### src/rtl/seg_decode_mux.sv
// seg_decode_mux
//   Snoops a 2-digit time-multiplexed common-anode 7-segment bus and recovers
//   the hex value shown on each digit. A digit's value is committed only after
//   STABLE consecutive identical decodes. Illegal segment patterns, and both
//   digit enables active at once, raise a sticky error.
//
// Parameters
//   SETTLE  cycles an must stay unchanged before seg is sampled in a window (>=1)
//   STABLE  consecutive identical decodes needed to commit a digit (>=1)
//
// Ports
//   clk      system clock, rising edge
//   reset    asynchronous active-high reset
//   seg      snooped segments {g,f,e,d,c,b,a}, active-low
//   an       snooped digit enables, active-low; an[0] right, an[1] left
//   err_clr  synchronous clear of err (a same-cycle error set wins)
//   hexL     committed left-digit value
//   hexR     committed right-digit value
//   valid    sticky: both digits have committed since reset
//   update   one-cycle pulse when hexL or hexR first commits or changes
//   err      sticky error flag
module seg_decode_mux #(
  parameter int unsigned SETTLE = 4,
  parameter int unsigned STABLE = 3
) (
  input  logic       clk,
  input  logic       reset,
  input  logic [6:0] seg,
  input  logic [1:0] an,
  input  logic       err_clr,
  output logic [3:0] hexL,
  output logic [3:0] hexR,
  output logic       valid,
  output logic       update,
  output logic       err
);

  localparam int unsigned SW  = $clog2(SETTLE + 1);
  localparam int unsigned STW = $clog2(STABLE + 1);

  typedef enum logic [1:0] {
    StWait,
    StSettle,
    StHold
  } state_e;

  // Digit index 1 = left, 0 = right, matching the an[] bit positions.
  state_e               state_q, state_d;
  logic [1:0]           an_q;
  logic [SW-1:0]        scnt_q, scnt_d;
  logic                 dig_q, dig_d;
  logic [1:0][3:0]      cand_q, cand_d;
  logic [1:0][STW-1:0]  cnt_q, cnt_d;
  logic [1:0][3:0]      hex_q, hex_d;
  logic [1:0]           com_q, com_d;
  logic                 valid_q, valid_d;
  logic                 upd_q, upd_d;
  logic                 err_q, err_d;

  logic                 an_chg;
  logic                 enter;
  logic                 sample;
  logic                 sdig;
  logic                 err_an;
  logic                 err_ill;
  logic                 dec_legal;
  logic                 dec_blank;
  logic [3:0]           dec_hex;

  assign an_chg = (an != an_q);

  // ---------------------------------------------------------------------------
  // Window FSM: decides on which edge seg is sampled and for which digit.
  // ---------------------------------------------------------------------------
  always_comb begin
    state_d = state_q;
    scnt_d  = scnt_q;
    dig_d   = dig_q;
    sample  = 1'b0;
    err_an  = 1'b0;
    enter   = 1'b0;

    unique case (state_q)
      StWait: enter = 1'b1;
      StSettle: begin
        if (an_chg) begin
          enter = 1'b1;
        end else begin
          if (scnt_q != SW'(SETTLE)) begin
            scnt_d = scnt_q + SW'(1);
          end
          // This edge is the SETTLE-th of the window.
          if (scnt_q == SW'(SETTLE - 1)) begin
            sample  = 1'b1;
            state_d = StHold;
          end
        end
      end
      StHold: begin
        if (an_chg) begin
          enter = 1'b1;
        end
      end
      default: state_d = StWait;
    endcase

    // Evaluate the current enables as if idle: start a window, stay idle or flag a clash.
    if (enter) begin
      unique case (an)
        2'b11: state_d = StWait;
        2'b00: begin
          err_an  = 1'b1;
          state_d = StWait;
        end
        default: begin
          dig_d  = ~an[1];
          scnt_d = SW'(1);
          if (SETTLE == 1) begin
            sample  = 1'b1;
            state_d = StHold;
          end else begin
            state_d = StSettle;
          end
        end
      endcase
    end
  end

  // dig_d equals dig_q unless the window starts (and samples) on this edge.
  assign sdig = dig_d;

  // ---------------------------------------------------------------------------
  // Segment decode (active-low segments).
  // ---------------------------------------------------------------------------
  always_comb begin
    dec_legal = 1'b1;
    dec_blank = 1'b0;
    dec_hex   = 4'h0;
    unique case (seg)
      7'h40: dec_hex = 4'h0;
      7'h79: dec_hex = 4'h1;
      7'h24: dec_hex = 4'h2;
      7'h30: dec_hex = 4'h3;
      7'h19: dec_hex = 4'h4;
      7'h12: dec_hex = 4'h5;
      7'h02: dec_hex = 4'h6;
      7'h78: dec_hex = 4'h7;
      7'h00: dec_hex = 4'h8;
      7'h18: dec_hex = 4'h9;
      7'h08: dec_hex = 4'hA;
      7'h03: dec_hex = 4'hB;
      7'h46: dec_hex = 4'hC;
      7'h21: dec_hex = 4'hD;
      7'h06: dec_hex = 4'hE;
      7'h0E: dec_hex = 4'hF;
      7'h7F: begin
        dec_legal = 1'b0;
        dec_blank = 1'b1;
      end
      default: dec_legal = 1'b0;
    endcase
  end

  // ---------------------------------------------------------------------------
  // Per-digit candidate tracking and commit.
  // ---------------------------------------------------------------------------
  always_comb begin
    cand_d  = cand_q;
    cnt_d   = cnt_q;
    hex_d   = hex_q;
    com_d   = com_q;
    upd_d   = 1'b0;
    err_ill = 1'b0;

    if (sample) begin
      if (dec_legal) begin
        if (dec_hex == cand_q[sdig]) begin
          if (cnt_q[sdig] != STW'(STABLE)) begin
            cnt_d[sdig] = cnt_q[sdig] + STW'(1);
          end
        end else begin
          cand_d[sdig] = dec_hex;
          cnt_d[sdig]  = STW'(1);
        end
        // Commit on reaching STABLE only if it is new information; saturated
        // repeats of the committed value stay silent.
        if (cnt_d[sdig] == STW'(STABLE) &&
            (!com_q[sdig] || dec_hex != hex_q[sdig])) begin
          hex_d[sdig] = dec_hex;
          com_d[sdig] = 1'b1;
          upd_d       = 1'b1;
        end
      end else if (dec_blank) begin
        cnt_d[sdig] = '0;
      end else begin
        err_ill     = 1'b1;
        cnt_d[sdig] = '0;
      end
    end

    valid_d = valid_q | (&com_d);

    // Set takes priority over clear.
    if (err_an || err_ill) begin
      err_d = 1'b1;
    end else if (err_clr) begin
      err_d = 1'b0;
    end else begin
      err_d = err_q;
    end
  end

  always_ff @(posedge clk or posedge reset) begin
    if (reset) begin
      state_q <= StWait;
      an_q    <= 2'b11;
      scnt_q  <= '0;
      dig_q   <= 1'b0;
      cand_q  <= '0;
      cnt_q   <= '0;
      hex_q   <= '0;
      com_q   <= '0;
      valid_q <= 1'b0;
      upd_q   <= 1'b0;
      err_q   <= 1'b0;
    end else begin
      state_q <= state_d;
      an_q    <= an;
      scnt_q  <= scnt_d;
      dig_q   <= dig_d;
      cand_q  <= cand_d;
      cnt_q   <= cnt_d;
      hex_q   <= hex_d;
      com_q   <= com_d;
      valid_q <= valid_d;
      upd_q   <= upd_d;
      err_q   <= err_d;
    end
  end

  assign hexL   = hex_q[1];
  assign hexR   = hex_q[0];
  assign valid  = valid_q;
  assign update = upd_q;
  assign err    = err_q;

endmodule
### config.mk
export PLATFORM = sky130hd
export DESIGN_NAME = seg_decode_mux
export DESIGN_NICKNAME = d
export VERILOG_FILES = /design/src/rtl/seg_decode_mux.sv
export SDC_FILE = /design/constraint.sdc
export NUM_CORES = 1
export LEC_CHECK = 0
export BUFFER_PORTS_ARGS = -buffer_cell sky130_fd_sc_hd__buf_4
export CAP_MARGIN = 15
export CORE_MARGIN = 2
export CORE_UTILIZATION = 53
export CTS_BUF_LIST = sky130_fd_sc_hd__clkbuf_16
export CTS_CLUSTER_DIAMETER = 40
export DETAILED_ROUTE_END_ITERATION = 8
export MAX_ROUTING_LAYER = met4
export PLACE_DENSITY = 0.87
export RECOVER_POWER = 25
export SLEW_MARGIN = 10
export SYNTH_ARGS = -nofsm -noshare
export SYNTH_HDL_FRONTEND = slang
export SYNTH_SLANG_ARGS = --single-unit
### constraint.sdc
create_clock -name clk -period 4.1 [get_ports clk]
set_input_delay 0.205 -clock clk [delete_from_list [all_inputs] [get_ports clk]]
set_output_delay 0.205 -clock clk [all_outputs]
set_load 0.02 [all_outputs]
After elaboration in Yosys (flattened, before gate mapping)
Cells that the tools add are included.
{ "word_totals": {"register_bits": 33, "latchBits": 0, "ramBits": 0, "mem_bits_ro": 0, "output_inout_bits": 11, "memories": 0} }
{ "classes": {"addsub": 2, "mul": 0, "n_div": 0, "magnitude_cmp": 2, "n_eq_ne": 29, "n_shift": 0, "mux": 57, "bitwise": 9, "reduce_logical": 17} }
{ "op_table": {"columns": ["op", "count"], "rows": [
  ["$pmux W4 S15", 1],
  ["$mux W4", 10],
  ["$eq A7 B7 Y1 const B", 5],
  ["$mux W1", 22],
  ["$mux W2", 11],
  ["$eq A7 B5 Y1 const B", 3],
  ["$eq A7 B6 Y1 const B", 3],
  ["$bwmux W8", 2],
  ["$reduce_or A16 Y1", 1],
  ["$mux W3", 5],
  ["$eq A7 B2 Y1 const B", 2],
  ["$eq A7 B4 Y1 const B", 2],
  ["$ne A3 B3 Y1 const B", 3],
  ["$reduce_and A3 Y1", 3],
  ["$eq A7 B3 Y1 const B", 1],
  ["$logic_not A7 Y1", 1],
  ["$eq A2 B2 Y1 const B", 3],
  ["$reduce_or A2 Y1", 3],
  ["$and A4 B4 Y4", 1],
  ["$bwmux W4", 1],
  ["$demux W4 S1", 1],
  ["$eq A4 B4 Y1", 1],
  ["$logic_not A2 Y1", 2],
  ["$ne A4 B4 Y1", 1],
  ["24 further kinds", 28]
]} }

Longest topological paths before layout
{ "logic_depth": {"ltp_word": 22, "mapped_depth": 16} }

Least setup slack after synthesis
Ideal clock, no wire load.
{ "synth_timing": {"path_type": "register -> register", "from": "register state_q[0]", "to": "register hex_q, in the netlist hexL[0]", "setup_time_ps": 125, "t_arrival_ps": 3746, "required_ps": 3975, "setup_slack_ps": 229, "stages_incl_launch_ff": 17, "path_buffers": 4, "synth_period_minus_slack_ps": 3871, "cell_sequence": "dfrtp_1 -> inv_1 -> ha_1 -> o21bai_1 -> a221o_1 -> or3_1 -> buf_6 -> buf_6 -> mux2_2 -> ha_1 -> clkbuf_1 -> nand2b_1 -> o21ai_0 -> nand3_1 -> or4_1 -> buf_2 -> mux2_4"} }
{ "synth_via": {"elab_chain_len": 18, "elab_cells_between_ends": 42, "cone_classes": "add/sub: 1; order compare: 2; eq/ne: 6; mux: 23; bitwise: 3; reduce/logical: 7"} }
{ "synth_rtl": {"columns": ["element", "line_no", "rtl"], "rows": [
  ["start: declaration", "48", "state_e state_q, state_d;"],
  ["start signal: assignment", "215", "state_q <= StWait;"],
  ["start signal: assignment", "227", "state_q <= state_d;"],
  ["$eq A2 B2 Y1 or $eq A2 B1 Y1 (tied branches)", "83", "unique case (state_q)"],
  ["$reduce_or A2 Y1 (no line)", null, null],
  ["$pmux W1 S2 *", "83", null],
  ["$mux W1 *", "108", "if (enter) begin"],
  ["via dig_d", "51", "logic dig_q, dig_d;"],
  ["$lt A1 B2 Y1 (implied by the code) or $ge A1 B1 Y1 (tied branches)", "179, 183, 189", null],
  ["$logic_and A1 B1 Y1 (implied by the code)", "179, 183, 189", null],
  ["$mux W2 (implied by the code)", "179, 183", null],
  ["(+2 left out)", null, null],
  ["$mux W4 or $and A2 B2 Y2 (tied branches)", null, null],
  ["$mux W4", "177", "if (dec_hex == cand_q[sdig]) begin"],
  ["$mux W4", "176", "if (dec_legal) begin"],
  ["$mux W4", "175", "if (sample) begin"],
  ["$mux W2 (implied by the code) (2 in a row)", "187", "if (cnt_d[sdig] == STW'(STABLE) &&"],
  ["$eq A2 B2 Y1", "187", null],
  ["$logic_and A1 B1 Y1", "187", null],
  ["$reduce_and A3 Y1 (no line)", null, null],
  ["end signal: assignment", "221", "hex_q <= '0;"],
  ["end signal: assignment", "233", "hex_q <= hex_d;"],
  ["end: declaration", "54", "logic [1:0][3:0] hex_q, hex_d;"]
]} }
The timed path passes the listed nets; every way through them passes the cells marked *. The select of a mux whose other input is x is not followed.
A chain may end at the register's enable or synchronous reset.

Worst setup path after layout
{ "layout_timing": {"from": "register state_q[0]", "to": "register hex_q, in the netlist hexL[0]"} }
{ "layout_via": {"elab_chain_len": 18, "elab_cells_between_ends": 42, "cone_classes": "add/sub: 1; order compare: 2; eq/ne: 6; mux: 23; bitwise: 3; reduce/logical: 7"} }
{ "layout_rtl": {"columns": ["element", "line_no"], "rows": [
  ["$eq A2 B2 Y1 or $eq A2 B1 Y1 (tied branches)", "83"],
  ["$reduce_or A2 Y1 (no line)", null],
  ["$pmux W1 S2", "83"],
  ["$mux W1", "108"],
  ["$lt A1 B2 Y1 (implied by the code) or $ge A1 B1 Y1 (tied branches)", "179, 183, 189"],
  ["$logic_and A1 B1 Y1 (implied by the code)", "179, 183, 189"],
  ["$mux W2 (implied by the code)", "179, 183"],
  ["$demux W2 S1", "179, 183"],
  ["$bwmux W4 or $not A2 Y2 (tied branches)", null],
  ["$mux W4 or $and A2 B2 Y2 (tied branches)", null],
  ["$mux W4", "177"],
  ["$mux W4", "176"],
  ["$mux W4", "175"],
  ["$mux W2 (implied by the code) (2 in a row)", "187"],
  ["$eq A2 B2 Y1", "187"],
  ["$logic_and A1 B1 Y1", "187"],
  ["$reduce_and A3 Y1 (no line)", null]
]} }
Parallel ways exist; a longest one is shown, timed or not. The select of a mux whose other input is x is not followed.

==> flow_metrics.env <==
export IMPL_status="finished, violations left"
export IMPL_failed_checks="capacitance limit, slew limit"
export IMPL_syn_instance_count=238
export IMPL_r2r_slack_ps=240
export IMPL_arrival_ps=4030
export IMPL_synth_xor_area_share=0.0460
export IMPL_die_area_mm2=0.00485
export IMPL_hold_slack_ps=54.7
export IMPL_cts_max_level=2
export IMPL_antenna_found_initial=0
export IMPL_total_power_mw=1.22
export IMPL_maxSlewHeadroom=-0.176
export IMPL_finalSetupViolCount=0
export IMPL_crit_end="hexL[0]"
export IMPL_syn_nets=259
export IMPL_seqPwrFrac=0.333
export IMPL_io_buffers=22
export IMPL_vias=1898
export IMPL_synth_seq_cells=33
export IMPL_synth_seq_area_share=0.362
export IMPL_clk_pin_slew_ps=50
export IMPL_core_area_mm2=0.00409
export IMPL_crit_type="reg -> reg"
export IMPL_initial_core_util=0.559
export IMPL_dieHeight_um=69.7
export IMPL_rr_worst_depth=12
export IMPL_crit_fanout=7
export IMPL_cts_setup_buffers=0
export IMPL_cp_start_kind="flop"
export IMPL_synth_top_family_by_area="simple AND/OR/NAND/NOR gates"
export IMPL_worstReg2RegEnd="hexL[0]"
export IMPL_yosysWarnings=0
export IMPL_wire_per_inst_um=15.9
export IMPL_cts_buffer_depth=2
export IMPL_insertion_delay_ps=280
export IMPL_setup_tns_ps=0
export IMPL_vias_per_cell=6.12
export IMPL_drtPass1Iterations=4
export IMPL_min_period_ps=3860
export IMPL_power_switching_uw=430
export IMPL_clkPwrFrac=0.295
export IMPL_drtIter0Drc=93
export IMPL_fmax_mhz=259
export IMPL_reg2reg_from="state_q[0]"
export IMPL_power_density_mw_per_mm2=464
export IMPL_drt_total_wl_um=4920
export IMPL_crit_path_start="state_q[0]"
export IMPL_synth_edf_count=0
export IMPL_synth_common_cells="dfrtp_1 (31), nand2_1 (16), inv_1 (14)"
export IMPL_drc_errors=0
export IMPL_clkSinkCount=33
export IMPL_tightest_slew_ps=1760
export IMPL_chipWidth_um=69.7
export IMPL_hold_viol_final=0
export IMPL_synth_compound_area_frac=0.131
export IMPL_cts_root_buf="clkbuf_16"
export IMPL_gr_usage_all_layers=0.221
export IMPL_synth_area_leader_cell="dfrtp_1"
export IMPL_hp_class="in -> reg"
export IMPL_rsz0062_at_grt="false"
export IMPL_fin_skew_ps=5.27
export IMPL_yosysUniqueCellTypes=51
export IMPL_synthAdderAreaFrac=0.0493
export IMPL_synth_top_flop_cell="dfrtp_1"
export IMPL_gp_congestion=0.884
export IMPL_io_pin_count=23
export IMPL_combPwrFrac=0.372
export IMPL_yosys_cell_count_top_type="dfrtp_1"
export IMPL_power_leakage_nw=1.21
export IMPL_drive_gt1_frac=0.177
export IMPL_cts_hold_buffers=0
export IMPL_ir_worst_vdd_mv=0.301
export IMPL_cts_resized=0
export IMPL_overflow=0
export IMPL_required_ps=4270
export IMPL_syn_avg_cell_area_um2=9.60
export IMPL_syn_area_mm2=0.00229
export IMPL_p_int_uw=788
export IMPL_n_antenna_cell=0
export IMPL_fin_nets=280
export IMPL_synthToLayoutAreaGrowth_pct=14.7
export IMPL_grt_start_max_net_pins=34
export IMPL_cp_end_kind="flop"
export IMPL_maxSlewViolCount=34
export IMPL_grt_pass1_vias=1871
export IMPL_max_cap_violations=1
export IMPL_ant_nets=0
export IMPL_fin_crit_sh=0.942
export IMPL_cts_tree="yes"
export IMPL_synthTopCellsByArea="dfrtp_1 (34%), mux2_1 (5.9%), ha_1 (4.9%)"
export IMPL_synth_simple_area_share=0.225
export IMPL_async_flop_share=1.00
export IMPL_synthMuxAreaShare=0.135
export IMPL_numCtsBuffers=5
export IMPL_grt_pass1_wl_um=8440
export IMPL_synth_top_area_frac=0.339
export IMPL_min_delay_path_depth=1
export IMPL_row_count=23
export IMPL_hpwl_um=3540
export IMPL_switching_share=0.353
export IMPL_fillers=343
-- flip-flops by register name, indices dropped and copies added (netlist names) --
register and cells:
cand_q 8, cnt_q 4, hexL 4, hexR 4
scnt_q 3, an_q 2, com_q 2, state_q 2
dig_q 1, err 1, update 1, valid 1
-- worst min path at each step --
stage | start | end | slack, ps
after detailed placement | reset | cnt_q[0] | 330
after global placement | reset | cnt_q[0] | 320
final | an[0] | an_q[0] | 50
after CTS | reset | cnt_q[0] | 30
after global routing | an[0] | an_q[0] | 60
after floorplan | an[0] | an_q[0] | 210
-- critical path, stage by stage (launching register included) --
cell and delay, ps:
dfrtp_1 410, inv_1 90, ha_1 270, o21bai_1 110, a221o_1 370, or3_1 460
mux2_2 320, ha_1 320, nand2b_1 70, o21ai_0 290, nand3_1 110, or4_1 570
mux2_4 350
-- power by group through the flow --
stage / Combinational, mW / Sequential, mW / Clock, mW
final: 0.453 / 0.405 / 0.360
after detailed placement: 0.443 / 0.410 / 0
after CTS: 0.451 / 0.405 / 0.365
after floorplan: 0.357 / 0.405 / 0
after global routing: 0.502 / 0.410 / 0.381
after global placement: 0.422 / 0.408 / 0
-- stage by stage --
stage,instances,instance area [um^2],utilization,setup WS [ps]
2_1_floorplan,238,2290,-,229
3_3_place_gp,302,2490,0.610,451
3_5_place_dp,302,2490,0.610,281
4_1_cts,310,2630,0.645,247
5_1_grt,310,2620,0.642,15.3
6_report,310,2620,0.642,238
-- cell usage in the layout (no fill, tap or decap), drive strengths merged, types with 2 or more instances in the layout --
master,instances
nor2,10
nand3b,6
dfstp,2
nor3,4
or3,4
o211ai,3
clkbuf,9
mux2,18
o21ai,9
nand4,3
or4,3
buf,23
nand2b,5
xor2,5
a21oi,12
ha,9
nor2b,6
clkinv,2
nor4bb,3
mux2i,9
a211oi,4
nor4,3
nor4b,7
o41ai,2
a211o,3
dfrtp,31
nand3,9
inv,14
and3,3
xnor2,7
nand2,16
-- cell type report --
type	count	area, um^2	share of cell area
Multi-Input combinational cell	178	1350	0.513
Sequential cell	33	828	0.316
Timing Repair Buffer	27	191	0.0730
Clock buffer	5	125	0.0477
Tap cell	50	62.6	0.0239
Inverter	14	52.6	0.0200
Clock inverter	3	17.5	0.00668
-- per-layer routing --
layer / up-vias / track usage / share of wire
met1: 925 / 0.275 / 0.44
met3: 12 / 0.0436 / 0.047
met2: 52 / 0.350 / 0.49
met5: - / - / 0
li1: 909 / - / -
met4: 0 / 0.0962 / 0.022
-- cells by family (layout without fill, tap and decap cells) --
logic type	count (synthesis)	in the layout
xor+xnor	12	12
mux	27	27
compound gates	44	44
flops	33	33
fa+ha+maj	9	9
simple gates	86	86
buf+inv	27	49
No activity file was read; power rests on OpenSTA's default activity.
